**config.mk**
```make
export PLATFORM = sky130hd
export DESIGN_NAME = l1d_port_arbiter
export DESIGN_NICKNAME = d
export VERILOG_FILES = /design/src/rtl/l1d_pkg.sv /design/src/rtl/l1d_req_slot.sv /design/src/rtl/l1d_port_arbiter.sv
export SDC_FILE = /design/constraint.sdc
export NUM_CORES = 1
export LEC_CHECK = 0
export ABC_AREA = 1
export CAP_MARGIN = 20
export CORE_MARGIN = 4
export CORE_UTILIZATION = 45
export DETAILED_ROUTE_END_ITERATION = 12
export DONT_BUFFER_PORTS = 1
export REMOVE_ABC_BUFFERS = 1
export SLEW_MARGIN = 20
export SYNTH_ARGS = -nofsm -noshare
export SYNTH_HDL_FRONTEND = slang
export SYNTH_SLANG_ARGS = --single-unit
```
**constraint.sdc**
```tcl
create_clock -name clock_i -period 1.74 [get_ports clock_i]
set_input_delay 0.348 -clock clock_i [delete_from_list [all_inputs] [get_ports clock_i]]
set_output_delay 0.348 -clock clock_i [all_outputs]
set_load 0.05 [all_outputs]
```
**src/rtl/l1d_pkg.sv**
```systemverilog
// Shared opcode constants, widths and helper types for the L1D port arbiter.
package l1d_pkg;

   localparam int unsigned OPCODE_W   = 7;
   localparam int unsigned REG_ADDR_W = 5;

   localparam logic [OPCODE_W-1:0] OP_NOP   = 7'd0;
   localparam logic [OPCODE_W-1:0] OP_IMM   = 7'd10;
   localparam logic [OPCODE_W-1:0] OP_LOAD  = 7'd11;
   localparam logic [OPCODE_W-1:0] OP_STORE = 7'd12;

   typedef enum logic {
      PortA = 1'b0,
      PortB = 1'b1
   } port_e;

   typedef enum logic [1:0] {
      OpcNop,
      OpcImm,
      OpcLoad,
      OpcStore
   } op_class_e;

   typedef struct packed {
      logic [OPCODE_W-1:0]   opcode;
      logic                  is_wb;
      logic [REG_ADDR_W-1:0] wb_addr;
   } req_ctrl_t;

   // Illegal opcodes fall through to the nop class.
   function automatic op_class_e op_class(input logic [OPCODE_W-1:0] op);
      op_class_e c;
      case (op)
         OP_IMM:   c = OpcImm;
         OP_LOAD:  c = OpcLoad;
         OP_STORE: c = OpcStore;
         default:  c = OpcNop;
      endcase
      return c;
   endfunction

   function automatic logic op_legal(input logic [OPCODE_W-1:0] op);
      return (op == OP_NOP) || (op == OP_IMM) || (op == OP_LOAD) || (op == OP_STORE);
   endfunction

endpackage

```
**src/rtl/l1d_req_slot.sv**
```systemverilog
// One-entry request buffer; frees itself when granted and can refill on the same edge.
module l1d_req_slot
   import l1d_pkg::*;
#(
   parameter int unsigned DATA_W = 16
) (
   input  logic                  clock_i,
   input  logic                  reset_i,
   input  logic                  valid_i,
   output logic                  ready_o,
   input  logic [OPCODE_W-1:0]   opcode_i,
   input  logic                  is_wb_i,
   input  logic [REG_ADDR_W-1:0] wb_addr_i,
   input  logic [DATA_W-1:0]     p_operand_i,
   input  logic [DATA_W-1:0]     s_operand_i,
   input  logic                  grant_i,
   output logic                  occupied_o,
   output req_ctrl_t             ctrl_o,
   output logic [DATA_W-1:0]     p_operand_o,
   output logic [DATA_W-1:0]     s_operand_o
);

   logic              occ_q, occ_d;
   req_ctrl_t         ctrl_q, ctrl_d;
   logic [DATA_W-1:0] p_q, p_d;
   logic [DATA_W-1:0] s_q, s_d;
   logic              accept;

   always_comb begin
      ready_o = ~reset_i & (~occ_q | grant_i);
      accept  = valid_i & ready_o;
      occ_d   = occ_q;
      ctrl_d  = ctrl_q;
      p_d     = p_q;
      s_d     = s_q;
      if (grant_i) begin
         occ_d = 1'b0;
      end
      if (accept) begin
         occ_d          = 1'b1;
         ctrl_d.opcode  = opcode_i;
         ctrl_d.is_wb   = is_wb_i;
         ctrl_d.wb_addr = wb_addr_i;
         p_d            = p_operand_i;
         s_d            = s_operand_i;
      end
   end

   always_ff @(posedge clock_i) begin
      if (reset_i) begin
         occ_q  <= 1'b0;
         ctrl_q <= '0;
         p_q    <= '0;
         s_q    <= '0;
      end else begin
         occ_q  <= occ_d;
         ctrl_q <= ctrl_d;
         p_q    <= p_d;
         s_q    <= s_d;
      end
   end

   assign occupied_o  = occ_q;
   assign ctrl_o      = ctrl_q;
   assign p_operand_o = p_q;
   assign s_operand_o = s_q;

endmodule

```
**src/rtl/l1d_port_arbiter.sv**
```systemverilog
// Two-port round-robin arbiter in front of a synchronous single-port data memory.
// Define L1D_ARB_STATS_EN to add saturating grant/conflict counters.
module l1d_port_arbiter
   import l1d_pkg::*;
#(
   parameter int unsigned DATA_W    = 16,
   parameter int unsigned MEM_DEPTH = 10000
) (
   input  logic                  clock_i,
   input  logic                  reset_i,
   input  logic                  reqA_valid_i,
   output logic                  reqA_ready_o,
   input  logic [OPCODE_W-1:0]   reqA_opcode_i,
   input  logic                  reqA_isWb_i,
   input  logic [REG_ADDR_W-1:0] reqA_wbAddress_i,
   input  logic [DATA_W-1:0]     reqA_pOperand_i,
   input  logic [DATA_W-1:0]     reqA_sOperand_i,
   input  logic                  reqB_valid_i,
   output logic                  reqB_ready_o,
   input  logic [OPCODE_W-1:0]   reqB_opcode_i,
   input  logic                  reqB_isWb_i,
   input  logic [REG_ADDR_W-1:0] reqB_wbAddress_i,
   input  logic [DATA_W-1:0]     reqB_pOperand_i,
   input  logic [DATA_W-1:0]     reqB_sOperand_i,
   output logic                  rspA_wbEnable_o,
   output logic [REG_ADDR_W-1:0] rspA_wbAddress_o,
   output logic [DATA_W-1:0]     rspA_wbData_o,
   output logic                  rspB_wbEnable_o,
   output logic [REG_ADDR_W-1:0] rspB_wbAddress_o,
   output logic [DATA_W-1:0]     rspB_wbData_o,
   output logic                  mem_en_o,
   output logic                  mem_we_o,
   output logic [DATA_W-1:0]     mem_addr_o,
   output logic [DATA_W-1:0]     mem_wdata_o,
   input  logic [DATA_W-1:0]     mem_rdata_i,
   output logic                  err_o
`ifdef L1D_ARB_STATS_EN
   ,
   output logic [15:0]           stat_grantA_o,
   output logic [15:0]           stat_grantB_o,
   output logic [15:0]           stat_conflict_o
`endif
);

   typedef struct packed {
      logic                  valid;
      port_e                 port;
      op_class_e             cls;
      logic                  is_wb;
      logic [REG_ADDR_W-1:0] wb_addr;
      logic                  oob;
      logic [DATA_W-1:0]     imm;
   } tag_t;

   localparam logic [DATA_W:0] DEPTH_LIM = (DATA_W+1)'(MEM_DEPTH);

   logic              a_occ, b_occ, grant_a, grant_b, contended;
   req_ctrl_t         a_ctrl, b_ctrl, iss_ctrl;
   logic [DATA_W-1:0] a_p, a_s, b_p, b_s, iss_p, iss_s;
   port_e             rr_q, rr_d;
   op_class_e         iss_cls;
   logic              iss_valid, iss_mem, iss_oob;

   logic              mem_en_q, mem_en_d, mem_we_q, mem_we_d, err_q, err_d;
   logic [DATA_W-1:0] mem_addr_q, mem_addr_d, mem_wdata_q, mem_wdata_d;
   tag_t              tag1_q, tag1_d, tag2_q;

   logic                  rsp_a_en_q, rsp_a_en_d, rsp_b_en_q, rsp_b_en_d;
   logic [REG_ADDR_W-1:0] rsp_a_addr_q, rsp_a_addr_d, rsp_b_addr_q, rsp_b_addr_d;
   logic [DATA_W-1:0]     rsp_a_data_q, rsp_a_data_d, rsp_b_data_q, rsp_b_data_d;

   l1d_req_slot #(.DATA_W(DATA_W)) u_slot_a (
      .clock_i     (clock_i),
      .reset_i     (reset_i),
      .valid_i     (reqA_valid_i),
      .ready_o     (reqA_ready_o),
      .opcode_i    (reqA_opcode_i),
      .is_wb_i     (reqA_isWb_i),
      .wb_addr_i   (reqA_wbAddress_i),
      .p_operand_i (reqA_pOperand_i),
      .s_operand_i (reqA_sOperand_i),
      .grant_i     (grant_a),
      .occupied_o  (a_occ),
      .ctrl_o      (a_ctrl),
      .p_operand_o (a_p),
      .s_operand_o (a_s)
   );

   l1d_req_slot #(.DATA_W(DATA_W)) u_slot_b (
      .clock_i     (clock_i),
      .reset_i     (reset_i),
      .valid_i     (reqB_valid_i),
      .ready_o     (reqB_ready_o),
      .opcode_i    (reqB_opcode_i),
      .is_wb_i     (reqB_isWb_i),
      .wb_addr_i   (reqB_wbAddress_i),
      .p_operand_i (reqB_pOperand_i),
      .s_operand_i (reqB_sOperand_i),
      .grant_i     (grant_b),
      .occupied_o  (b_occ),
      .ctrl_o      (b_ctrl),
      .p_operand_o (b_p),
      .s_operand_o (b_s)
   );

   // Arbitration and issue decode; the pointer moves to the loser only on contention.
   always_comb begin
      contended = a_occ & b_occ;
      grant_a   = a_occ & (~b_occ | (rr_q == PortA));
      grant_b   = b_occ & (~a_occ | (rr_q == PortB));
      rr_d      = rr_q;
      if (contended) begin
         rr_d = grant_a ? PortB : PortA;
      end
      iss_valid = grant_a | grant_b;
      iss_ctrl  = grant_b ? b_ctrl : a_ctrl;
      iss_p     = grant_b ? b_p : a_p;
      iss_s     = grant_b ? b_s : a_s;
      iss_cls   = op_class(iss_ctrl.opcode);
      iss_mem   = (iss_cls == OpcLoad) | (iss_cls == OpcStore);
      iss_oob   = iss_mem & ({1'b0, iss_s} >= DEPTH_LIM);

      mem_en_d    = iss_valid & iss_mem & ~iss_oob;
      mem_we_d    = mem_en_d & (iss_cls == OpcStore);
      mem_addr_d  = iss_valid ? iss_s : '0;
      mem_wdata_d = mem_we_d ? iss_p : '0;
      err_d       = iss_valid & (~op_legal(iss_ctrl.opcode) | iss_oob);

      tag1_d         = '0;
      tag1_d.valid   = iss_valid;
      tag1_d.port    = grant_b ? PortB : PortA;
      tag1_d.cls     = iss_cls;
      tag1_d.is_wb   = iss_ctrl.is_wb;
      tag1_d.wb_addr = iss_ctrl.wb_addr;
      tag1_d.oob     = iss_oob;
      tag1_d.imm     = iss_s;
   end

   // Writeback stage: read data is valid one edge after the memory stage samples.
   always_comb begin
      logic              wb_en;
      logic [DATA_W-1:0] wb_data;
      wb_en   = 1'b0;
      wb_data = '0;
      if (tag2_q.valid) begin
         unique case (tag2_q.cls)
            OpcLoad: begin
               wb_en   = tag2_q.is_wb;
               wb_data = tag2_q.oob ? '0 : mem_rdata_i;
            end
            OpcImm: begin
               wb_en   = tag2_q.is_wb;
               wb_data = tag2_q.imm;
            end
            default: begin
               wb_en   = 1'b0;
               wb_data = '0;
            end
         endcase
      end
      rsp_a_en_d   = 1'b0;
      rsp_a_addr_d = '0;
      rsp_a_data_d = '0;
      rsp_b_en_d   = 1'b0;
      rsp_b_addr_d = '0;
      rsp_b_data_d = '0;
      if (tag2_q.valid && tag2_q.port == PortA) begin
         rsp_a_en_d   = wb_en;
         rsp_a_addr_d = wb_en ? tag2_q.wb_addr : '0;
         rsp_a_data_d = wb_data;
      end
      if (tag2_q.valid && tag2_q.port == PortB) begin
         rsp_b_en_d   = wb_en;
         rsp_b_addr_d = wb_en ? tag2_q.wb_addr : '0;
         rsp_b_data_d = wb_data;
      end
   end

   always_ff @(posedge clock_i) begin
      if (reset_i) begin
         rr_q         <= PortA;
         mem_en_q     <= 1'b0;
         mem_we_q     <= 1'b0;
         mem_addr_q   <= '0;
         mem_wdata_q  <= '0;
         err_q        <= 1'b0;
         tag1_q       <= '0;
         tag2_q       <= '0;
         rsp_a_en_q   <= 1'b0;
         rsp_a_addr_q <= '0;
         rsp_a_data_q <= '0;
         rsp_b_en_q   <= 1'b0;
         rsp_b_addr_q <= '0;
         rsp_b_data_q <= '0;
      end else begin
         rr_q         <= rr_d;
         mem_en_q     <= mem_en_d;
         mem_we_q     <= mem_we_d;
         mem_addr_q   <= mem_addr_d;
         mem_wdata_q  <= mem_wdata_d;
         err_q        <= err_d;
         tag1_q       <= tag1_d;
         tag2_q       <= tag1_q;
         rsp_a_en_q   <= rsp_a_en_d;
         rsp_a_addr_q <= rsp_a_addr_d;
         rsp_a_data_q <= rsp_a_data_d;
         rsp_b_en_q   <= rsp_b_en_d;
         rsp_b_addr_q <= rsp_b_addr_d;
         rsp_b_data_q <= rsp_b_data_d;
      end
   end

   assign mem_en_o         = mem_en_q;
   assign mem_we_o         = mem_we_q;
   assign mem_addr_o       = mem_addr_q;
   assign mem_wdata_o      = mem_wdata_q;
   assign err_o            = err_q;
   assign rspA_wbEnable_o  = rsp_a_en_q;
   assign rspA_wbAddress_o = rsp_a_addr_q;
   assign rspA_wbData_o    = rsp_a_data_q;
   assign rspB_wbEnable_o  = rsp_b_en_q;
   assign rspB_wbAddress_o = rsp_b_addr_q;
   assign rspB_wbData_o    = rsp_b_data_q;

`ifdef L1D_ARB_STATS_EN
   logic [15:0] stat_a_q, stat_a_d, stat_b_q, stat_b_d, stat_c_q, stat_c_d;

   always_comb begin
      stat_a_d = stat_a_q;
      stat_b_d = stat_b_q;
      stat_c_d = stat_c_q;
      if (grant_a && stat_a_q != 16'hFFFF) stat_a_d = stat_a_q + 16'd1;
      if (grant_b && stat_b_q != 16'hFFFF) stat_b_d = stat_b_q + 16'd1;
      if (contended && stat_c_q != 16'hFFFF) stat_c_d = stat_c_q + 16'd1;
   end

   always_ff @(posedge clock_i) begin
      if (reset_i) begin
         stat_a_q <= '0;
         stat_b_q <= '0;
         stat_c_q <= '0;
      end else begin
         stat_a_q <= stat_a_d;
         stat_b_q <= stat_b_d;
         stat_c_q <= stat_c_d;
      end
   end

   assign stat_grantA_o   = stat_a_q;
   assign stat_grantB_o   = stat_b_q;
   assign stat_conflict_o = stat_c_q;
`endif

endmodule
```
==> flow_metrics.tcl <==
set metrics [dict create \
    layoutNonFillerInstCount 1355 \
    cts_buffers 24 \
    grt-ovfl-total 0 \
    ys_types 29 \
    finalSetupTns_ns -0.438 \
    antenna_found_initial 0 \
    crit_fanout 7 \
    arrival_ns 2.18 \
    worst_slack_ns -0.0374 \
    clk_path_buf_depth 3 \
    fin_crit_ns 1.78 \
    synth-seq-cells 226 \
    ant_nets 0 \
    slowest_delay_ns 0.37 \
    leakage_uw 0.00443 \
    drtPass1Iterations 4 \
    cts.sinks 226 \
    drive_gt1_frac 0.177 \
    violations "negative setup slack" \
    fin_nets 1224 \
    yosysTopAreaCellShare 0.574 \
    place.gp.congestion 0.797 \
    wl_mm 20.6 \
    drt_iter0_drc 258 \
    path_cells "inv_4 -> nand2_4 -> buf_6 -> buf_4 -> nand3_1 -> nand2_2 -> nor2_2 -> nand3_2 -> nor2_4 -> nor2_4 -> nand3_4 -> buf_12 -> nor2_1" \
    worst_path_max_delay_cell "dfxtp_4" \
    num_vias 6509 \
    routedWlPerCell_um 15.2 \
    clkTransAtPathRegs_ns 0.06 \
    h-tree-depth 1 \
    hold_viol_final 0 \
    max-vdd-ir-drop_v 0.000821 \
    num_rows 48 \
    drc_errors 0 \
    hp-class "primary input to flip-flop" \
    synth_top_cell_by_area "dfxtp_1" \
    syn_area_sq_mm 0.00788 \
    rsz0062_at_grt "true" \
    die_h_um 140 \
    chipWidth_um 140 \
    finClkSkew_ns 0.00830 \
    floorplan.initialDensity 0.457 \
    diodes 0 \
    viasPerCell 4.80 \
    worstPathRequired_ns 2.14 \
    outcome "finished, violations left" \
    ys_seq_area_frac 0.574 \
    crit_top_cell "nor2_4" \
    final-setup-viol-count 19 \
    powerDensity_mw_per_mm2 1070 \
    relSlewSlack 0.571 \
    syn_to_final_growth_pct 39.3 \
    maxSlewViolCount 0 \
    synthTopCellsByArea "dfxtp_1 57%, nand2_1 10%, nor2_1 6.1%" \
    io_buffers 0 \
    yosys_warnings 0 \
    critPathLaunchType "flip-flop" \
    grt_pass1_wl_mm 32.1 \
    post-route-period-util 1.02 \
    insertion_delay_ns 0.50 \
    placed_cells 1158 \
    core_sq_mm 0.0172 \
    maxCapViolations 0 \
    grt_use_total 0.196 \
    syn_area_per_cell_sq_um 8.37 \
    clock.fmax_mhz 563 \
    die-area_sq_mm 0.0197 \
    ios 191 \
    grt_pass1_vias 6417 \
    cts_tree "yes" \
    synthCells 942 \
    grt_max_degree 71 \
    dp_hpwl_mm 11.7 \
    worstSetupPathType "flip-flop to flip-flop" \
    cts_root_buf "clkbuf_16" \
    worst_pin_slew_ns 0.643 \
    endpoint_kind "flip-flop" \
]
power breakdown:
| part | internal (uW) | total (uW) | leakage, uW | switching [uW] |
|---|---|---|---|---|
| sequential | 5410 | 5570 | 0.00185 | 157 |
| clock | 2960 | 4940 | 0.000379 | 1970 |
| combinational | 591 | 1250 | 0.00221 | 656 |
synth_stat cells:
| master | instances |
|---|---|
| nor2_1 | 129 |
| nand2_4 | 6 |
| nand3_4 | 1 |
| buf_12 | 1 |
| nor2_2 | 2 |
| a21oi_1 | 9 |
| o21ai_2 | 1 |
| ha_1 | 2 |
| nor2_4 | 10 |
| inv_1 | 120 |
| inv_2 | 3 |
| nor3_1 | 2 |
| buf_6 | 3 |
| nand4_1 | 2 |
| nor3b_1 | 1 |
| a32o_1 | 16 |
| o21ai_1 | 4 |
| nand2_1 | 210 |
| clkinv_1 | 1 |
| o31ai_1 | 53 |
| nand3b_1 | 1 |
| nand2_2 | 5 |
| nand3_1 | 16 |
| buf_2 | 1 |
| a21oi_4 | 1 |
| clkbuf_1 | 49 |
| nand3_2 | 2 |
| dfxtp_1 | 226 |
| o21ai_0 | 65 |
worst max-delay path: cells and delay by family, from the launching register on:
kind,cells,cell delay [ns]
simple gates,9,0.80
buf+inv,4,0.48
flops,1,0.37
layer usage:
metal  track usage  part of all wire  vias to the layer above
met5             0                 0                        -
met4        0.0617             0.027                        0
met1         0.244              0.42                     2981
met2         0.341              0.49                      195
li1              -                 -                     3293
met3        0.0403             0.059                       40
worst paths after layout:
path | startpoint | cells past startpoint | endpoint | slack, ns
worst max-delay path | u_slot_a.occupied_o | 13 | mem_wdata_o[3] | -0.04
worst max register to register | u_slot_a.occupied_o | 13 | mem_wdata_o[3] | -0.04
worst min register to register | tag1_q[15] | 2 | tag2_q[15] | 0.41
worst min-delay path | reset_i | 3 | rspA_wbEnable_o | 0.07
logic make-up after synthesis:
family | Yosys count | share of synthesized area
AND/OR/NAND/NOR | 387 | 0.210
flip-flops | 226 | 0.574
buffers and inverters | 178 | 0.0898
AO/OA/AOI/OAI | 149 | 0.123
adder cells (fa/ha/maj) | 2 | 0.00317
area by class of cell:
| class | instances | area, sq um |
|---|---|---|
| clock buffer | 39 | 718 |
| clock inverter | 5 | 53.8 |
| fill | 1406 | 6260 |
| inverter | 124 | 470 |
| multi-input combinational | 539 | 2970 |
| sequential | 226 | 4540 |
| tap | 225 | 282 |
| timing repair buffer | 197 | 1950 |
state kept, by name, summed over array words and instances (netlist names), 16 cells and up:
| signal | count |
|---|---|
| mem_addr_o | 16 |
| u_slot_b.p_operand_o | 16 |
| rspA_wbData_o | 16 |
| rspB_wbData_o | 16 |
| u_slot_a.p_operand_o | 16 |
| mem_wdata_o | 16 |
| u_slot_a.s_operand_o | 16 |
| tag1_q | 27 |
| u_slot_b.s_operand_o | 16 |
| tag2_q | 27 |
cell usage in the layout (no fill, tap or decap), drive strengths merged:
| cell type | instances |
|---|---|
| a21oi | 10 |
| a32o | 16 |
| buf | 75 |
| bufinv | 1 |
| clkbuf | 40 |
| clkinv | 5 |
| dfxtp | 226 |
| dlygate4sd3 | 121 |
| ha | 2 |
| inv | 123 |
| nand2 | 222 |
| nand3 | 19 |
| nand3b | 1 |
| nand4 | 2 |
| nor2 | 141 |
| nor3 | 2 |
| nor3b | 1 |
| o21ai | 70 |
| o31ai | 53 |
through the flow:
step / setup slack (ns) / instance area, sq um / utilization / hold slack, ns / power [uW]
4_1_cts: -0.0243 / 10600 / 0.617 / 0.0302 / 11700
3_5_place_dp: -0.156 / 8330 / 0.484 / 0.392 / 6440
6_report: -0.0374 / 11000 / 0.637 / 0.0742 / 11800
3_3_place_gp: -0.0796 / 8330 / 0.484 / 0.394 / 6430
2_1_floorplan: -4.19 / 7640 / - / 0.388 / 6170
5_1_grt: -0.121 / 11000 / 0.637 / 0.0449 / 12300
repair_timing:
action,4_1_cts,5_1_grt
gates resized for setup,38,66
setup buffers,17,9
cloned,2,3
hold buffers,122,0
pin swaps,19,32
setup endpoints to repair,19,33
endpoints found under the hold margin,137,0
Power figures use the tool's default switching activity.
